**src/rtl/rv32v_types_pkg.sv**
```systemverilog
// Shared types for the divider front-end: the arbiter FSM state encoding.
package rv32v_types_pkg;

  typedef enum logic [2:0] {
    IDLE,
    START,
    WAIT,
    RESP,
    DRAIN
  } div_arb_state_t;

endpackage

```
**src/rtl/rr_arbiter.sv**
```systemverilog
// Round-robin one-hot selector; prio_ptr names the lane that currently has highest priority.
module rr_arbiter #(
  parameter int unsigned NREQ = 2,
  parameter int unsigned PTRW = (NREQ > 1) ? $clog2(NREQ) : 1
) (
  input  logic [NREQ-1:0] req,
  input  logic [PTRW-1:0] prio_ptr,
  output logic [NREQ-1:0] gnt
);

  logic [PTRW-1:0] idx;
  logic            found;

  always_comb begin
    gnt   = '0;
    found = 1'b0;
    idx   = '0;
    for (int unsigned i = 0; i < NREQ; i++) begin
      idx = PTRW'((32'(prio_ptr) + i) % NREQ);
      if (!found && req[idx]) begin
        gnt[idx] = 1'b1;
        found    = 1'b1;
      end
    end
  end

endmodule

```
**src/rtl/div_arbiter.sv**
```systemverilog
// Multi-lane front-end for a shared iterative divider: arbitrates, short-circuits
// divide-by-zero / signed overflow, and routes the result back to the requesting lane.
module div_arbiter
  import rv32v_types_pkg::*;
#(
  parameter int unsigned NREQ  = 2,
  parameter int unsigned WIDTH = 32
) (
  input  logic                        CLK,
  input  logic                        RST,
  input  logic [NREQ-1:0]             req,
  input  logic [NREQ-1:0][WIDTH-1:0]  dividend,
  input  logic [NREQ-1:0][WIDTH-1:0]  divisor,
  input  logic [NREQ-1:0]             is_signed,
  input  logic [NREQ-1:0]             div_type,
  input  logic                        flush,
  output logic [NREQ-1:0]             gnt,
  output logic [NREQ-1:0]             resp_valid,
  output logic [WIDTH-1:0]            resp_data,
  output logic                        resp_dz,
  output logic                        busy,
  output logic [WIDTH-1:0]            div_dividend,
  output logic [WIDTH-1:0]            div_divisor,
  output logic                        div_is_signed,
  output logic                        div_start,
  input  logic                        div_finished,
  input  logic [WIDTH-1:0]            div_quotient,
  input  logic [WIDTH-1:0]            div_remainder
);

  localparam int unsigned     PTRW    = (NREQ > 1) ? $clog2(NREQ) : 1;
  localparam logic [WIDTH-1:0] INT_MIN = {1'b1, {(WIDTH-1){1'b0}}};

  div_arb_state_t  state, state_nx;
  logic [PTRW-1:0] prio_ptr, ptr_nx, lane, gnt_idx;
  logic [NREQ-1:0] arb_gnt;
  logic [WIDTH-1:0] sel_dividend, sel_divisor, res_q, res_r;
  logic            sel_signed, sel_type, sel_dz, sel_ovf, grant;
  logic            op_type, op_dz;

  rr_arbiter #(.NREQ(NREQ), .PTRW(PTRW)) u_rr (
    .req      (req),
    .prio_ptr (prio_ptr),
    .gnt      (arb_gnt)
  );

  always_comb begin
    gnt_idx = '0;
    for (int unsigned i = 0; i < NREQ; i++)
      if (arb_gnt[i]) gnt_idx = PTRW'(i);
  end

  assign sel_dividend = dividend[gnt_idx];
  assign sel_divisor  = divisor[gnt_idx];
  assign sel_signed   = is_signed[gnt_idx];
  assign sel_type     = div_type[gnt_idx];
  assign sel_dz       = (sel_divisor == '0);
  assign sel_ovf      = sel_signed && (sel_dividend == INT_MIN) && (sel_divisor == '1);
  // Gated by RST so no acceptance pulse escapes while reset is held.
  assign grant        = (state == IDLE) && (|req) && !RST;
  assign ptr_nx       = (gnt_idx == PTRW'(NREQ - 1)) ? '0 : gnt_idx + 1'b1;

  always_ff @(posedge CLK or posedge RST) begin
    if (RST) state <= IDLE;
    else     state <= state_nx;
  end

  always_comb begin
    state_nx = state;
    case (state)
      IDLE:  if (grant) state_nx = (sel_dz || sel_ovf) ? RESP : START;
      START: state_nx = flush ? IDLE : WAIT;
      // A flush coinciding with the done pulse has nothing left to drain.
      WAIT:  if (flush)             state_nx = div_finished ? IDLE : DRAIN;
             else if (div_finished) state_nx = RESP;
      RESP:  state_nx = IDLE;
      DRAIN: if (div_finished) state_nx = IDLE;
      default: state_nx = IDLE;
    endcase
  end

  always_comb begin
    gnt        = '0;
    resp_valid = '0;
    resp_data  = '0;
    resp_dz    = 1'b0;
    div_start  = 1'b0;
    busy       = (state != IDLE);
    case (state)
      IDLE:  if (grant) gnt = arb_gnt;
      START: div_start = !flush;
      RESP:  if (!flush) begin
               resp_valid[lane] = 1'b1;
               resp_data        = op_type ? res_q : res_r;
               resp_dz          = op_dz;
             end
      default: ;
    endcase
  end

  always_ff @(posedge CLK or posedge RST) begin
    if (RST) begin
      prio_ptr      <= '0;
      lane          <= '0;
      div_dividend  <= '0;
      div_divisor   <= '0;
      div_is_signed <= 1'b0;
      op_type       <= 1'b0;
      op_dz         <= 1'b0;
      res_q         <= '0;
      res_r         <= '0;
    end else if (grant) begin
      prio_ptr      <= ptr_nx;
      lane          <= gnt_idx;
      div_dividend  <= sel_dividend;
      div_divisor   <= sel_divisor;
      div_is_signed <= sel_signed;
      op_type       <= sel_type;
      op_dz         <= sel_dz;
      // Bypass results; a normal division overwrites these when it finishes.
      res_q         <= sel_dz ? '1 : sel_dividend;
      res_r         <= sel_dz ? sel_dividend : '0;
    end else if (state == WAIT && div_finished) begin
      res_q <= div_quotient;
      res_r <= div_remainder;
    end
  end

endmodule

```
**config.mk**
```make
export PLATFORM = sky130hd
export DESIGN_NAME = div_arbiter
export DESIGN_NICKNAME = d
export VERILOG_FILES = /design/src/rtl/rv32v_types_pkg.sv /design/src/rtl/rr_arbiter.sv /design/src/rtl/div_arbiter.sv
export SDC_FILE = /design/constraint.sdc
export NUM_CORES = 1
export LEC_CHECK = 0
export CORE_ASPECT_RATIO = 1.75
export CORE_MARGIN = 2
export CORE_UTILIZATION = 42
export CTS_CLUSTER_SIZE = 25
export DETAILED_ROUTE_END_ITERATION = 8
export GPL_TIMING_DRIVEN = 0
export PLACE_DENSITY = 0.75
export SETUP_SLACK_MARGIN = 0.3
export SLEW_MARGIN = 10
export SYNTH_ARGS = -nofsm -noshare
export SYNTH_HDL_FRONTEND = slang
export SYNTH_SLANG_ARGS = --single-unit
```
**constraint.sdc**
```tcl
create_clock -name CLK -period 5.5 [get_ports CLK]
set_input_delay 0.825 -clock CLK [delete_from_list [all_inputs] [get_ports CLK]]
set_output_delay 0.825 -clock CLK [all_outputs]
set_load 0.01 [all_outputs]
```
==> out/qor.yml, run 1 <==
sta:
  fin_setup_tns_ps: 0
  period_needed_ps: 4020
  setup_violations: 0
  relSlewSlack: 0.457
  fin_skew_ps: 10.1
  max_freq_mhz: 249
  period_share: 0.731
  rsz0062_at_grt: "false"
  final_max_slew_viol_count: 0
  worst_slew_pin_slew_ps: 814
  finalHoldViolations: 0
power_and_ir_drop:
  power.leakage_nw: 4.51
  ir_drop_uv: 270
  power.total_mw: 5.08
  power_density_nw_per_um2: 456
setup_path:
  cp_slowest_stage_delay_ps: 540
  path_cells: "clkdlybuf4s50_1 > a21boi_0 > clkbuf_1 > clkbuf_1 > nor2_1 > clkdlybuf4s50_1"
  ff2ff_setup_slack_ps: 2950
  cp_slowest_cell: "clkdlybuf4s50_1"
  cpLargestDelayFamily: "buffers and inverters"
  cp_num_buf_inv: 4
  path_class: "in2out"
  worst-r2r-cell-count: 6
  cp.depth: 6
  path_max_fanout: 10
  rr_endpoint: "res_q[3]"
  startpoint_type: "input port"
  end_kind: "output port"
  critical_path.endpoint: "gnt[0]"
  worstPathRequired_ps: 4680
  arrival_ps: 3200
  r2r-start: "state[0]"
  cp-startpoint: "req[1]"
placed_design:
  io_buffers: 305
  finalWeightedCongestion: 1.01
  dpl.hpwl_um: 25100
route:
  viasPerCell: 5.84
  wl_per_cell_um: 23.6
  first_pass_iters: 5
  drc_errors: 0
  num_vias: 7984
  antenna_left: 0
  routed_wl_um: 32300
  drt_iter0_markers: 500
global_route:
  grt_max_degree: 74
  grt.overflow.total: 0
  grt_antenna_before_repair: 2
  grt_pass1_wl_um: 48200
  grt_usage: 0.360
  grt_pass1_vias: 8195
die:
  fp.dieH_um: 177
  ios: 306
  core_area_um2: 16900
  die_w_um: 103
  dieArea_um2: 18200
  rows: 63
  initial_core_util: 0.427
cts:
  root_buffer: "clkbuf_16"
  clk_pin_slew_ps: 60
  cts_max_path_buffers: 2
  ctsResizeCount: 0
  cts_tree: "done"
  ctsHtreeMaxLevel: 4
  postCtsHoldBufs: 0
  clkSinkCount: 136
  numCtsBuffers: 17
  clkLatencyLatePin_ps: 430
  cts_setup_buffers: 0
yosys:
  syn-num-nets: 1003
  syn_area_um2: 7200
  ys_ff_latch: 136
  synth.avg_cell_area_um2: 8.98
  synth_cell_types: 35
  synth_cells: 801
  yosysSeqAreaShare: 0.473
  ys_warn_count: 0
cells_and_area:
  layout_common_cells: "clkdlybuf4s50_1, dfrtp_1, nor2_1"
  drive_above_1_share: 0.0430
  synthToLayoutAreaGrowth_pct: 54.7
  fin_nets: 1328
  final_common_cell: "clkdlybuf4s50_1"
status:
  outcome: "finished, final reports clean"
worst_hold_path:
  hp-class: "reg2reg"
job:
  max_cap_violations: 0
per-layer routing:
layer | global-route usage | vias to the layer above | wire length, um
met4 | 0.207 | 0 | 1760
met5 | 0 | - | 0
met1 | 0.397 | 3808 | 11100
met2 | 0.631 | 464 | 17200
li1 | - | 3603 | -
met3 | 0.0652 | 109 | 2170
registers in the layout, indices dropped and copies added, names as in the netlist:
register	cells
div_dividend	32
div_divisor	32
res_q	32
res_r	32
state	3
div_is_signed	1
lane	1
op_dz	1
op_type	1
prio_ptr	1
worst register-to-register path: cells and delay by family, from the launching register on:
family / cells / cell delay, ps
and+or+nand+nor: 2 / 940
DFF: 1 / 350
buffers and inverters: 2 / 700
AOI/OAI and AO/OA: 2 / 410
per-stage QoR:
step / std cells / setup slack, ps / utilization / cell area [um^2] / hold WS (ps)
finish: 1368 / 1480 / 0.660 / 11100 / 478
global route: 1368 / 1360 / 0.660 / 11100 / 512
CTS: 1366 / 1510 / 0.660 / 11100 / 483
detailed placement: 1334 / 1520 / 0.626 / 10600 / 469
global placement: 1333 / -1000 / 0.624 / 10500 / 463
floorplan: 801 / 1040 / - / 7200 / 457
cell type report:
| type | count | area (um^2) |
|---|---|---|
| clock inverters | 14 | 124 |
| well taps | 227 | 284 |
| flip-flops and latches | 136 | 3400 |
| multi-input cells | 593 | 3510 |
| repair buffers | 306 | 3080 |
| fillers | 1527 | 5730 |
| clock buffers | 18 | 439 |
| plain buffers | 67 | 267 |
| inverters | 5 | 23.8 |
| diodes | 2 | 5.00 |
power by group:
| group | switching (mW) | internal [mW] | total (mW) | leakage, nW |
|---|---|---|---|---|
| registers | 0.276 | 1.46 | 1.73 | 1.65 |
| clock network | 0.475 | 0.634 | 1.11 | 0.257 |
| logic | 1.21 | 1.03 | 2.24 | 2.60 |
| total | 1.96 | 3.13 | 5.08 | 4.51 |
synth_stat cells:
cell	number	area [um^2]
a211o_1	1	8.76
a211oi_1	32	240
a21boi_0	1	7.51
a21boi_1	1	7.51
a21o_1	1	7.51
a21oi_1	33	165
a31oi_1	35	219
and2_1	1	6.26
and4_1	32	280
and4b_1	1	10.0
buf_1	8	30.0
buf_2	12	60.1
clkbuf_1	47	176
dfrtp_1	136	3400
inv_1	5	18.8
mux2i_1	65	651
nand2_1	103	387
nand3_1	3	15.0
nand4_1	17	106
nand4b_1	4	35.0
nor2_1	107	402
nor2_4	1	11.3
nor2b_1	1	6.26
nor3_1	42	210
nor4_1	28	175
nor4b_1	4	35.0
nor4b_2	1	15.0
o211ai_2	1	12.5
o21ai_0	36	180
o21ai_1	2	10.0
o31ai_1	32	240
or3_1	1	6.26
or4_1	4	30.0
or4b_1	2	20.0
xnor2_1	1	8.76
worst min-delay path by stage:
stage | from | to | depth (start not counted)
after detailed placement | div_dividend[12] | div_dividend[12] | 2
final | div_dividend[12] | div_dividend[12] | 2
after CTS | div_dividend[12] | div_dividend[12] | 2
after global routing | div_dividend[1] | div_dividend[1] | 2
after global placement | div_dividend[9] | div_dividend[9] | 2
after floorplan | res_r[0] | res_r[0] | 2
logic make-up after synthesis:
logic type	after synthesis	synth area share
simple gates	352	0.243
compound gates	175	0.153
flops	136	0.473
buf+inv	72	0.0396
mux	65	0.0904
xor+xnor	1	0.00122
No activity file was read; power rests on OpenSTA's default activity.
==> run 2, diff against run 1 <==
CORE_UTILIZATION = 39   (was 42)
PLACE_DENSITY = 0.73   (was 0.75)
clock period = 3.43 ns   (was 5.5 ns; I/O delays follow)
==> out/qor.yml, run 2 (synthesis results as in run 1) <==
status:
  outcome: "finished, final reports clean"
route:
  viasPerCell: 5.89  # +0.97%
  first_pass_iters: 7  # +2
  antenna_left: 0  # unchanged
  routed_wl_um: 32700  # +1.3%
  drt_iter0_markers: 507  # +1.4%
  drc_errors: 0  # unchanged
  wl_per_cell_um: 23.7  # +0.49%
  num_vias: 8126  # +1.8%
cells_and_area:
  fin_nets: 1332  # +0.30%
  regArea_um2: 3400  # unchanged
  layout_common_cells: "clkdlybuf4s50_1, dfrtp_1, nor2_1"
  synthToLayoutAreaGrowth_pct: 57.2
  final.fill_count: 1650  # +8.1%
  final_common_cell: "clkdlybuf4s50_1"
  fin_util: 0.627  # -0.0332
  drive_above_1_share: 0.0578  # +0.0148
  design_area_um2: 11300  # +1.6%
  multiInputGateArea_um2: 3520  # +0.32%
die:
  ios: 306  # unchanged
  die_w_um: 107  # +3.6%
  rows: 65  # +3.2%
  dieArea_um2: 19600  # +7.5%
  initial_core_util: 0.399  # -0.0280
  core_area_um2: 18100  # +7.0%
  fp.dieH_um: 184  # +3.7%
sta:
  setup_slack_ps: 342  # -1140 ps
  period_needed_ps: 3090
  worst_slew_pin_slew_ps: 756  # -58.0 ps
  setup_violations: 0  # unchanged
  fin_skew_ps: 11.8  # +1.71 ps
  rsz0062_at_grt: "false"
  final_max_slew_viol_count: 0  # unchanged
  fin_setup_tns_ps: 0  # unchanged
  period_share: 0.900
  finalHoldViolations: 0  # unchanged
  relSlewSlack: 0.482  # +0.0242
  max_freq_mhz: 324
power_and_ir_drop:
  power.internal_mw: 5.16  # +65%
  ir_drop_uv: 349  # +29%
  swShare: 0.378  # -0.00675
  power_density_nw_per_um2: 734  # +61%
  p_switching_mw: 3.14  # +61%
  power.leakage_nw: 4.63  # +2.8%
  power.share.combinational: 0.438  # -0.003
  seqPwrFrac: 0.334  # -0.007
  pwr-share-clk: 0.228  # +0.010
  power.total_mw: 8.31  # +63%
global_route:
  grt_usage: 0.333  # -0.0267
  grt_pass1_vias: 8194  # -0.012%
  grt.overflow.total: 0  # unchanged
  grt_max_degree: 37  # -50%
  grt_antenna_before_repair: 3  # +1
  grt_pass1_wl_um: 48700  # +1.0%
setup_path:
  worst-r2r-cell-count: 6  # unchanged
  cp_slowest_cell: "clkdlybuf4s18_2"
  arrival_ps: 2570  # -630 ps
  end_kind: "output port"
  r2r-start: "state[0]"
  path_max_fanout: 10  # unchanged
  path_class: "reg2out"
  rr_endpoint: "res_q[0]"
  ff2ff_setup_slack_ps: 960  # -1990 ps
  startpoint_type: "flip-flop"
  path_cells: "clkbuf_1 > clkdlybuf4s18_2 > mux2i_1 > nor2_1 > clkdlybuf4s50_1"
  cp_slowest_stage_delay_ps: 520  # -20 ps
  worstPathRequired_ps: 2920  # -1760 ps
cts:
  numCtsBuffers: 17  # unchanged
  ctsHtreeMaxLevel: 4  # unchanged
  root_buffer: "clkbuf_16"
  clkLatencyLatePin_ps: 420  # about the same
  clkSinkCount: 136  # unchanged
  cts_tree: "done"
  cts_setup_buffers: 0  # unchanged
  cts_max_path_buffers: 2  # unchanged
  clk_pin_slew_ps: 60  # about the same
worst_hold_path:
  hold_depth: 2  # unchanged
  hold_end: "div_dividend[26]"
  hp-class: "reg2reg"
  min_from: "div_dividend[26]"
placed_design:
  dp_worst_setup_slack_ps: 6.26  # -1510 ps
  finalWeightedCongestion: 1.05  # +3.4%
  placed_area_um2: 10700  # +1.0%
  dpl.hpwl_um: 25800  # +2.5%
  io_buffers: 305  # unchanged
job:
  max_cap_violations: 0  # unchanged
==> run 2: worst max-delay path by stage <==
stage,start,endpoint,slack (ps),depth (start not counted)
finish,op_type,resp_data[18],340,5
global route,op_type,resp_data[18],300,5
CTS,flush,resp_data[30],300,6
detailed placement,req[1],gnt[0],6,6
global placement,RST,res_q[16],-110,2
floorplan,RST,div_dividend[0],1220,1
==> run 2: power by group through the flow <==
| stage | Clock (mW) | Sequential (mW) | Combinational (mW) |
|---|---|---|---|
| CTS | 1.90 | 2.76 | 3.62 |
| finish | 1.89 | 2.78 | 3.64 |
| global placement | 0 | 2.75 | 3.53 |
| global route | 1.96 | 2.86 | 3.92 |
| detailed placement | 0 | 2.78 | 3.60 |
| floorplan | 0 | 2.86 | 1.65 |
==> run 2: metal layers <==
metal | wire (um) | track usage | up-vias
met4 | 1310 | 0.139 | 0
met3 | 2400 | 0.0603 | 83
met5 | 0 | 0 | -
met1 | 11400 | 0.374 | 3959
met2 | 17600 | 0.610 | 465
li1 | - | - | 3619
==> run 2: what timing repair did <==
action / in CTS / in global routing
cloned: 0 / 0
hold buffers: 0 / 0
endpoints found under the setup margin: 34 / 31
gates resized for setup: 11 / 14
==> run 2: final cells by class <==
class | count | area share
antenna | 3 | 0.000663
buffer | 67 | 0.0254
clock buffer | 17 | 0.0376
clock inverter | 14 | 0.0153
inverter | 5 | 0.00199
multi-input combinational | 593 | 0.311
sequential | 136 | 0.301
tap | 234 | 0.0259
timing repair buffer | 310 | 0.281
==> run 2: critical path: cells and delay by family (launching register included) <==
family                 cells  cell delay [ps]
buffers and inverters      3             1380
flip-flops                 1              330
multiplexers               1              370
AND/OR/NAND/NOR            1               70
==> run 2: through the flow <==
stage	hold WS, ps	cells
2_1_floorplan	457	801
3_3_place_gp	463	1340
3_5_place_dp	470	1345
4_1_cts	484	1376
5_1_grt	511	1379
6_report	481	1379
